==> config.mk <==
export PLATFORM = sky130hd
export DESIGN_NAME = mc_ctrl
export DESIGN_NICKNAME = d
export VERILOG_FILES = /design/src/rtl/mc_pkg.sv /design/src/rtl/mc_decode.sv /design/src/rtl/mc_ctrl.sv
export SDC_FILE = /design/constraint.sdc
export NUM_CORES = 1
export LEC_CHECK = 0
export CAP_MARGIN = 10
export CORE_ASPECT_RATIO = 0.9
export CORE_MARGIN = 2
export CORE_UTILIZATION = 45
export DETAILED_ROUTE_END_ITERATION = 7
export PLACE_DENSITY = 0.79
export RECOVER_POWER = 100
export SLEW_MARGIN = 20
export SYNTH_ARGS = -nofsm -noshare
export SYNTH_HDL_FRONTEND = slang
export SYNTH_HIERARCHICAL = 1
export SYNTH_SLANG_ARGS = --single-unit
export TNS_END_PERCENT = 5
==> constraint.sdc <==
create_clock -name clk -period 7.09 [get_ports clk]
set_clock_uncertainty 0.15 [all_clocks]
set_input_delay 1.418 -clock clk [delete_from_list [all_inputs] [get_ports clk]]
set_output_delay 1.418 -clock clk [all_outputs]
set_load 0.01 [all_outputs]
==> src/rtl/mc_pkg.sv <==
// Shared encodings for the multi-cycle MIPS-subset control path:
// instruction fields, datapath select codes, FSM states and decode classes.
package mc_pkg;

    localparam logic [5:0] OP_RTYPE = 6'b000000;
    localparam logic [5:0] OP_J     = 6'b000010;
    localparam logic [5:0] OP_JAL   = 6'b000011;
    localparam logic [5:0] OP_BEQ   = 6'b000100;
    localparam logic [5:0] OP_ADDI  = 6'b001000;
    localparam logic [5:0] OP_ADDIU = 6'b001001;
    localparam logic [5:0] OP_ORI   = 6'b001101;
    localparam logic [5:0] OP_LUI   = 6'b001111;
    localparam logic [5:0] OP_LB    = 6'b100000;
    localparam logic [5:0] OP_LW    = 6'b100011;
    localparam logic [5:0] OP_SW    = 6'b101011;

    localparam logic [5:0] FN_JR    = 6'b001000;
    localparam logic [5:0] FN_ADDU  = 6'b100001;
    localparam logic [5:0] FN_SUBU  = 6'b100011;
    localparam logic [5:0] FN_SLT   = 6'b101010;

    localparam logic [3:0] ALU_ADDU = 4'b0000;
    localparam logic [3:0] ALU_SUBU = 4'b0001;
    localparam logic [3:0] ALU_OR   = 4'b0010;
    localparam logic [3:0] ALU_BB   = 4'b0011;
    localparam logic [3:0] ALU_AA   = 4'b0100;
    localparam logic [3:0] ALU_ADD  = 4'b0101;
    localparam logic [3:0] ALU_LT   = 4'b0110;

    localparam logic [2:0] NPC_PC4    = 3'b000;
    localparam logic [2:0] NPC_BRANCH = 3'b001;
    localparam logic [2:0] NPC_JAL    = 3'b010;
    localparam logic [2:0] NPC_J      = 3'b011;
    localparam logic [2:0] NPC_JR     = 3'b100;

    localparam logic [1:0] DST_RT = 2'b00;
    localparam logic [1:0] DST_RD = 2'b01;
    localparam logic [1:0] DST_RA = 2'b10;

    localparam logic [1:0] WD_ALU = 2'b00;
    localparam logic [1:0] WD_MEM = 2'b01;
    localparam logic [1:0] WD_PC4 = 2'b10;

    localparam logic [1:0] EXT_ZERO = 2'b00;
    localparam logic [1:0] EXT_SIGN = 2'b01;
    localparam logic [1:0] EXT_LUI  = 2'b10;

    typedef enum logic [3:0] {
        S_IDLE,
        S_FETCH,
        S_DCD,
        S_EXE_R,
        S_EXE_I,
        S_EXE_A,
        S_MEM_RD,
        S_MEM_WR,
        S_WB_ALU,
        S_WB_MEM,
        S_BR,
        S_JMP,
        S_HALT
    } state_e;

    typedef enum logic [3:0] {
        CLS_R,
        CLS_I,
        CLS_LOAD,
        CLS_STORE,
        CLS_BEQ,
        CLS_J,
        CLS_JAL,
        CLS_JR,
        CLS_ILL
    } iclass_e;

    // States that issue a memory request and may stall on mem_ready.
    function automatic logic is_mem_state(input state_e s);
        return (s == S_FETCH) || (s == S_MEM_RD) || (s == S_MEM_WR);
    endfunction

endpackage

==> src/rtl/mc_decode.sv <==
// Combinational instruction decode: opcode/funct to instruction class and
// the ALU, immediate-extension and byte-load selects used by the FSM.
module mc_decode
    import mc_pkg::*;
(
    input  logic [5:0] opcode_i,
    input  logic [5:0] funct_i,
    output iclass_e    iclass_o,
    output logic [3:0] alu_ctrl_o,
    output logic [1:0] ext_op_o,
    output logic       lb_o
);

    always_comb begin
        iclass_o   = CLS_ILL;
        alu_ctrl_o = ALU_ADDU;
        ext_op_o   = EXT_ZERO;
        lb_o       = (opcode_i == OP_LB);

        case (opcode_i)
            OP_RTYPE: begin
                case (funct_i)
                    FN_ADDU: begin iclass_o = CLS_R;  alu_ctrl_o = ALU_ADDU; end
                    FN_SUBU: begin iclass_o = CLS_R;  alu_ctrl_o = ALU_SUBU; end
                    FN_SLT:  begin iclass_o = CLS_R;  alu_ctrl_o = ALU_LT;   end
                    FN_JR:   begin iclass_o = CLS_JR; alu_ctrl_o = ALU_AA;   end
                    default: iclass_o = CLS_ILL;
                endcase
            end
            OP_ORI: begin
                iclass_o   = CLS_I;
                alu_ctrl_o = ALU_OR;
                ext_op_o   = EXT_ZERO;
            end
            OP_LUI: begin
                iclass_o   = CLS_I;
                alu_ctrl_o = ALU_BB;
                ext_op_o   = EXT_LUI;
            end
            OP_ADDI: begin
                iclass_o   = CLS_I;
                alu_ctrl_o = ALU_ADD;
                ext_op_o   = EXT_SIGN;
            end
            OP_ADDIU: begin
                iclass_o   = CLS_I;
                alu_ctrl_o = ALU_ADDU;
                ext_op_o   = EXT_SIGN;
            end
            OP_LW, OP_LB: begin
                iclass_o   = CLS_LOAD;
                alu_ctrl_o = ALU_ADDU;
                ext_op_o   = EXT_SIGN;
            end
            OP_SW: begin
                iclass_o   = CLS_STORE;
                alu_ctrl_o = ALU_ADDU;
                ext_op_o   = EXT_SIGN;
            end
            OP_BEQ: begin
                iclass_o   = CLS_BEQ;
                alu_ctrl_o = ALU_SUBU;
            end
            OP_J:    iclass_o = CLS_J;
            OP_JAL:  iclass_o = CLS_JAL;
            default: iclass_o = CLS_ILL;
        endcase
    end

endmodule

==> src/rtl/mc_ctrl.sv <==
// Multi-cycle control FSM: sequences fetch/decode/execute/memory/writeback
// over one shared memory, with wait-state timeout and retired-instruction count.
module mc_ctrl
    import mc_pkg::*;
#(
    parameter int unsigned MEM_WAIT_MAX = 15,
    parameter int unsigned CNT_W        = 32
) (
    input  logic             clk,
    input  logic             rst_n,
    input  logic [5:0]       opcode,
    input  logic [5:0]       funct,
    input  logic             zero,
    input  logic             mem_ready,
    output logic             pc_wr,
    output logic             ir_wr,
    output logic             reg_wr,
    output logic             mem_rd,
    output logic             mem_wr,
    output logic             alu_src,
    output logic [3:0]       alu_ctrl,
    output logic [1:0]       reg_dst,
    output logic [1:0]       wd_sel,
    output logic [2:0]       npc_sel,
    output logic [1:0]       ext_op,
    output logic             lb,
    output logic             instr_done,
    output logic [CNT_W-1:0] retired,
    output logic             illegal,
    output logic             bus_err,
    output logic [3:0]       state
);

    localparam int unsigned WAIT_W = (MEM_WAIT_MAX > 0) ? $clog2(MEM_WAIT_MAX + 1) : 1;
    localparam logic [WAIT_W-1:0] WAIT_LIM = WAIT_W'(MEM_WAIT_MAX);
    localparam bit TIMEOUT_EN = (MEM_WAIT_MAX != 0);

    state_e             state_q, state_d;
    logic [WAIT_W-1:0]  wait_q, wait_d;
    logic [CNT_W-1:0]   retired_q;
    logic               illegal_q, bus_err_q;
    logic               mem_wait, timeout, set_illegal;

    iclass_e            dec_class;
    logic [3:0]         dec_alu;
    logic [1:0]         dec_ext;
    logic               dec_lb;

    mc_decode u_decode (
        .opcode_i   (opcode),
        .funct_i    (funct),
        .iclass_o   (dec_class),
        .alu_ctrl_o (dec_alu),
        .ext_op_o   (dec_ext),
        .lb_o       (dec_lb)
    );

    assign mem_wait = is_mem_state(state_q) && !mem_ready;
    assign timeout  = TIMEOUT_EN && mem_wait && (wait_q == WAIT_LIM);

    always_comb begin
        state_d     = state_q;
        set_illegal = 1'b0;

        case (state_q)
            S_IDLE:  state_d = S_FETCH;
            S_FETCH: begin
                if (mem_ready)    state_d = S_DCD;
                else if (timeout) state_d = S_HALT;
            end
            S_DCD: begin
                case (dec_class)
                    CLS_R:                    state_d = S_EXE_R;
                    CLS_I:                    state_d = S_EXE_I;
                    CLS_LOAD, CLS_STORE:      state_d = S_EXE_A;
                    CLS_BEQ:                  state_d = S_BR;
                    CLS_J, CLS_JAL, CLS_JR:   state_d = S_JMP;
                    default: begin
                        state_d     = S_HALT;
                        set_illegal = 1'b1;
                    end
                endcase
            end
            S_EXE_R, S_EXE_I: state_d = S_WB_ALU;
            S_EXE_A: state_d = (dec_class == CLS_LOAD) ? S_MEM_RD : S_MEM_WR;
            S_MEM_RD: begin
                if (mem_ready)    state_d = S_WB_MEM;
                else if (timeout) state_d = S_HALT;
            end
            S_MEM_WR: begin
                if (mem_ready)    state_d = S_FETCH;
                else if (timeout) state_d = S_HALT;
            end
            S_WB_ALU, S_WB_MEM, S_BR, S_JMP: state_d = S_FETCH;
            S_HALT:  state_d = S_HALT;
            default: state_d = S_IDLE;
        endcase

        // Any state change restarts the wait count, so each new request starts from zero.
        if (state_d != state_q) wait_d = '0;
        else if (mem_wait)      wait_d = wait_q + WAIT_W'(1);
        else                    wait_d = wait_q;
    end

    always_comb begin
        pc_wr      = 1'b0;
        ir_wr      = 1'b0;
        reg_wr     = 1'b0;
        mem_rd     = 1'b0;
        mem_wr     = 1'b0;
        alu_src    = 1'b0;
        alu_ctrl   = ALU_ADDU;
        reg_dst    = DST_RT;
        wd_sel     = WD_ALU;
        npc_sel    = NPC_PC4;
        ext_op     = EXT_ZERO;
        lb         = 1'b0;
        instr_done = 1'b0;

        case (state_q)
            S_FETCH: begin
                mem_rd = 1'b1;
                if (mem_ready) begin
                    ir_wr   = 1'b1;
                    pc_wr   = 1'b1;
                    npc_sel = NPC_PC4;
                end
            end
            S_EXE_R: begin
                alu_src  = 1'b0;
                alu_ctrl = dec_alu;
            end
            S_EXE_I, S_EXE_A: begin
                alu_src  = 1'b1;
                alu_ctrl = dec_alu;
                ext_op   = dec_ext;
            end
            S_MEM_RD: begin
                mem_rd   = 1'b1;
                lb       = dec_lb;
                alu_src  = 1'b1;
                alu_ctrl = dec_alu;
                ext_op   = dec_ext;
            end
            S_MEM_WR: begin
                mem_wr     = 1'b1;
                alu_src    = 1'b1;
                alu_ctrl   = dec_alu;
                ext_op     = dec_ext;
                instr_done = mem_ready;
            end
            S_WB_ALU: begin
                reg_wr     = 1'b1;
                wd_sel     = WD_ALU;
                reg_dst    = (opcode == OP_RTYPE) ? DST_RD : DST_RT;
                instr_done = 1'b1;
            end
            S_WB_MEM: begin
                reg_wr     = 1'b1;
                wd_sel     = WD_MEM;
                reg_dst    = DST_RT;
                lb         = dec_lb;
                instr_done = 1'b1;
            end
            S_BR: begin
                alu_src    = 1'b0;
                alu_ctrl   = ALU_SUBU;
                npc_sel    = NPC_BRANCH;
                pc_wr      = zero;
                instr_done = 1'b1;
            end
            S_JMP: begin
                pc_wr      = 1'b1;
                instr_done = 1'b1;
                case (dec_class)
                    CLS_JAL: begin
                        npc_sel = NPC_JAL;
                        reg_wr  = 1'b1;
                        reg_dst = DST_RA;
                        wd_sel  = WD_PC4;
                    end
                    CLS_JR: begin
                        npc_sel  = NPC_JR;
                        alu_ctrl = ALU_AA;
                    end
                    default: npc_sel = NPC_J;
                endcase
            end
            default: ;
        endcase
    end

    always_ff @(posedge clk or negedge rst_n) begin
        if (!rst_n) begin
            state_q   <= S_IDLE;
            wait_q    <= '0;
            retired_q <= '0;
            illegal_q <= 1'b0;
            bus_err_q <= 1'b0;
        end else begin
            state_q <= state_d;
            wait_q  <= wait_d;
            if (instr_done)  retired_q <= retired_q + CNT_W'(1);
            if (set_illegal) illegal_q <= 1'b1;
            if (timeout)     bus_err_q <= 1'b1;
        end
    end

    assign retired = retired_q;
    assign illegal = illegal_q;
    assign bus_err = bus_err_q;
    assign state   = state_q;

endmodule

==> results summary <==
The flow ran to the end, but the final reports show violations. The checks that failed: capacitance limit, slew limit. The setup TNS came out at 0 ns. Tracing the worst setup path back leads to its startpoint at opcode[3]. In this run, CTS created clock tree buffers numbering 5. In this run the count of I/O pins placed on the die edge is 75. Derived from the worst setup path, the maximum achievable clock frequency is 0.157 GHz. The worst-case IR drop observed on VDD is approximately 120 µV. After detailed routing, the average wire length per cell comes to approximately 15 µm.

The tree is rooted in a sky130_fd_sc_hd__clkbuf_8. The path type of the worst min-delay path is register to register. After layout, the worst path uses 90.0% of the clock period. The average instance area after synthesis is ~9.1 µm².

The minimum period implied by the final worst setup slack is roughly 6.4 ns. Global routing finished with a remaining overflow of 0. The number of buffers and inverters on the critical path came out at 2. The height of the chip came out at 78.6 µm.

The via count of the first global-routing pass came out at between 2000 and 2500. For this run, design rule violations remaining after detail routing come to 0. The number of DRC markers in iteration 0 is 163. The number of enable-type register cells in the synthesized netlist is 0. The reported max-cap violation count came out at 1. The count of state elements after synthesis came out at 42.

The data arrival time of the worst path is between 4 and 5 ns. The slowest stage of the critical path belongs to the cell sky130_fd_sc_hd__o311ai_0. The post-DP HPWL came out at 4770 µm. The fraction of the yosys area taken by sequential cells is approximately 38%.

The largest area contributor in the netlist is sky130_fd_sc_hd__dfrtp_1. The growth of design area from synthesis to finish is 26.2%. The critical path depth in cells came out at 8. The highest signal layer in the routed design is met4. The number of antenna violations at the first check in global routing is 0. The clock reaches the later pin of the worst-skew pair after just under 0.3 ns. Cells fill 58.0% of the core in the end. The endpoint kind of the worst setup timing path is an output pin. The critical path ends at reg_wr. At the end of the flow, the number of nets in the layout was between 300 and 400.

Routability-driven placement finished with a final weighted congestion of around 0.86. The die width is 86.9 µm. The deepest level of the CTS H-tree is 2. The final route contains 2486 vias. In this run, post-CTS repair resized a total of 0 instances. Among the stages of the critical path, the cell type that occurs most often is sky130_fd_sc_hd__dlygate4sd3_1.

The Yosys warning count is 6. The most frequently used flop master after synthesis is sky130_fd_sc_hd__dfrtp_1. The count of final max-slew check failures came out at 43. The overall die area came out at roughly 6800 µm².

The kind of cell with the highest combined delay along the critical path is buffers and inverters. The first detailed-routing pass took 4 iterations. The total length of routed met3 wires came out at roughly 280 µm. The number of nets with antenna violations after detailed routing is 0. The share of synthesized flip-flops with an asynchronous set or reset came out at 100%.

The critical path goes through dlygate4sd3_1 -> and3_1 -> o21ai_0 -> o21a_1 -> o311ai_0 -> nor3b_1 -> a21o_1 -> dlygate4sd3_1. The endpoint identified for the worst register-to-register timing path is retired[7]$_DFFE_PN0P_. The total count of hold-check failures in the final report is 0. Setup repair after global routing left no endpoint under its margin. For this design the ratio of total power to cell area is approximately 250 nW/µm². The largest buffer count on any clock path came out at 2.

The diode insertion count for antenna repair is 0. The number of hold buffers added after CTS is 0. The pin count of the biggest net entering global routing is 43. The number of setup buffers added after CTS is 0. The post-synthesis cell count is slightly above 300.

The number of cells on the worst reg-to-reg path is 5. The first global-routing pass estimated ~11000 µm of wire. The starting density of the core is 46.0%. The core footprint came out at roughly 6000 µm². The number of nets in the synthesized netlist came out at 324. Setup violations remaining at the end of the flow were counted as 0. The number of placement rows came out at 27. The top-area cell type share of the netlist area is around 38%. The category of the worst setup path launch point is a primary input. The actual transition at the worst max-transition pin came out at ~2.2 ns. The share of cells above drive strength 1 is 5.14%.

The setup check on the worst reg-to-reg path leaves a slack of 4.13 ns. The distinct cell type count of the synthesized netlist came out at between 60 and 70. The clock net sink count is between 40 and 50. The detailed route wirelength on metal2 came out at 3060 µm.

Summed over all cells, the static leakage comes to 1.56 nW. The final layout contains routed wiring with a total length of around 6500 µm. In this run the worst path has a maximum fanout of 16. Data on the critical path is required at its endpoint by about 5.5 ns.

The launching point of the worst reg2reg path is state[2]$_DFF_PN0_. The biggest cell delay along the critical path came out at between 0.9 and 1 ns. The clock-pin slew on the worst setup and hold paths is 0.07 ns.

The tightest slew margin relative to the limit came out at -45.3%. The cell area after technology mapping is about 2800 µm². The aggregate global-route resource usage is between 10% and 20%. After detailed routing, the wire length on met1 is approximately 3100 µm.

Sorting the synthesized cells by area gives the leading types as sky130_fd_sc_hd__dfrtp_1 (38%), sky130_fd_sc_hd__xnor2_1 (6.9%), sky130_fd_sc_hd__xor2_1 (5.4%). Port buffering added 73 buffers. The commonest non-fill, non-tap cell in the layout is sky130_fd_sc_hd__dlygate4sd3_1. The critical path is of the primary input to output pin type.

TritonCTS built the clock tree. The library cells used most frequently in the layout, excluding fill and tap cells, are sky130_fd_sc_hd__dlygate4sd3_1 (59), sky130_fd_sc_hd__dfrtp_1 (42), sky130_fd_sc_hd__nor2_1 (27). The ratio of routed vias to standard cells is approximately 5.6.
## worst min-delay path by stage
stage | start | endpoint | slack [ns] | cells after the start
finish | illegal$_DFFE_PN0P_ | illegal$_DFFE_PN0P_ | 0.32 | 1
global route | retired[31]$_DFFE_PN0P_ | retired[31]$_DFFE_PN0P_ | 0.35 | 1
CTS | illegal$_DFFE_PN0P_ | illegal$_DFFE_PN0P_ | 0.33 | 1
detailed placement | illegal$_DFFE_PN0P_ | illegal$_DFFE_PN0P_ | 0.30 | 1
global placement | retired[31]$_DFFE_PN0P_ | retired[31]$_DFFE_PN0P_ | 0.31 | 1
floorplan | illegal$_DFFE_PN0P_ | illegal$_DFFE_PN0P_ | 0.34 | 1
## through the flow
step                      total power, mW  cells  cell area (µm²)  hold slack [ns]  setup WS, ns
after detailed placement            0.756    434             3480            0.299          1.20
after floorplan                     0.584    306             2780            0.343          2.24
after CTS                           0.911    442             3560            0.326          1.18
after global routing                0.935    442             3510            0.350         0.500
after global placement              0.747    434             3480            0.308          1.32
final                               0.878    442             3510            0.325         0.711
## kinds of logic (layout without fill, tap and decap cells)
logic type	Yosys count	count (layout)	synth area share (%)
AOI/OAI and AO/OA	47	47	11.1
xor gates and xnor gates	39	39	12.3
adders and majority gates	2	2	0.900
buffers and inverters	26	90	5.49
DFF	42	42	37.8
muxes	2	2	0.765
other	1	1	0.135
and+or+nand+nor	147	147	31.5
## layout make-up
class                      count  area [µm²]
clock buffer                   6        72.6
multi-input combinational    238        1520
fill                         538        2540
clock inverter                 2        13.8
sequential                    42        1050
tap                           72        90.1
timing repair buffer          73         724
inverter                       9        33.8
## synth_stat cells (2+ instances only)
master,count
sky130_fd_sc_hd__dfrtp_1,42
sky130_fd_sc_hd__nor2_1,27
sky130_fd_sc_hd__nand2_1,23
sky130_fd_sc_hd__xnor2_1,22
sky130_fd_sc_hd__nor3_1,21
sky130_fd_sc_hd__xor2_1,17
sky130_fd_sc_hd__nand3_1,11
sky130_fd_sc_hd__nand4_1,11
sky130_fd_sc_hd__and3_1,9
sky130_fd_sc_hd__inv_1,9
sky130_fd_sc_hd__o21ai_0,8
sky130_fd_sc_hd__a21oi_1,7
sky130_fd_sc_hd__a31oi_1,7
sky130_fd_sc_hd__and2_1,6
sky130_fd_sc_hd__nand2b_1,6
sky130_fd_sc_hd__buf_4,5
sky130_fd_sc_hd__clkbuf_1,5
sky130_fd_sc_hd__o211ai_1,4
sky130_fd_sc_hd__a21o_1,3
sky130_fd_sc_hd__buf_6,3
sky130_fd_sc_hd__nor2b_1,3
sky130_fd_sc_hd__nor4_1,3
sky130_fd_sc_hd__nor4b_1,3
sky130_fd_sc_hd__o21ai_1,3
sky130_fd_sc_hd__a211oi_1,2
sky130_fd_sc_hd__buf_1,2
sky130_fd_sc_hd__ha_1,2
sky130_fd_sc_hd__nand3_2,2
sky130_fd_sc_hd__nor3b_1,2
sky130_fd_sc_hd__nor4_2,2
sky130_fd_sc_hd__nor4_4,2
sky130_fd_sc_hd__o21a_1,2
sky130_fd_sc_hd__o22ai_1,2
## flip-flops by register name, summed over array words and instances (netlist names)
name / count
state: 4
retired: 32
bus_err: 1
illegal: 1
wait_q: 4
## per-layer routing
metal / vias to the layer above / GRT usage (%)
met2: 78 / 30.6
met1: 1181 / 27.6
met5: - / 0
met4: 0 / 4.22
met3: 5 / 2.94
li1: 1222 / -
## power breakdown
part | switching (mW) | internal, mW
clock | 0.0835 | 0.0696
sequential | 0.0846 | 0.272
combinational | 0.199 | 0.169
No activity file was read; power rests on OpenSTA's default activity.
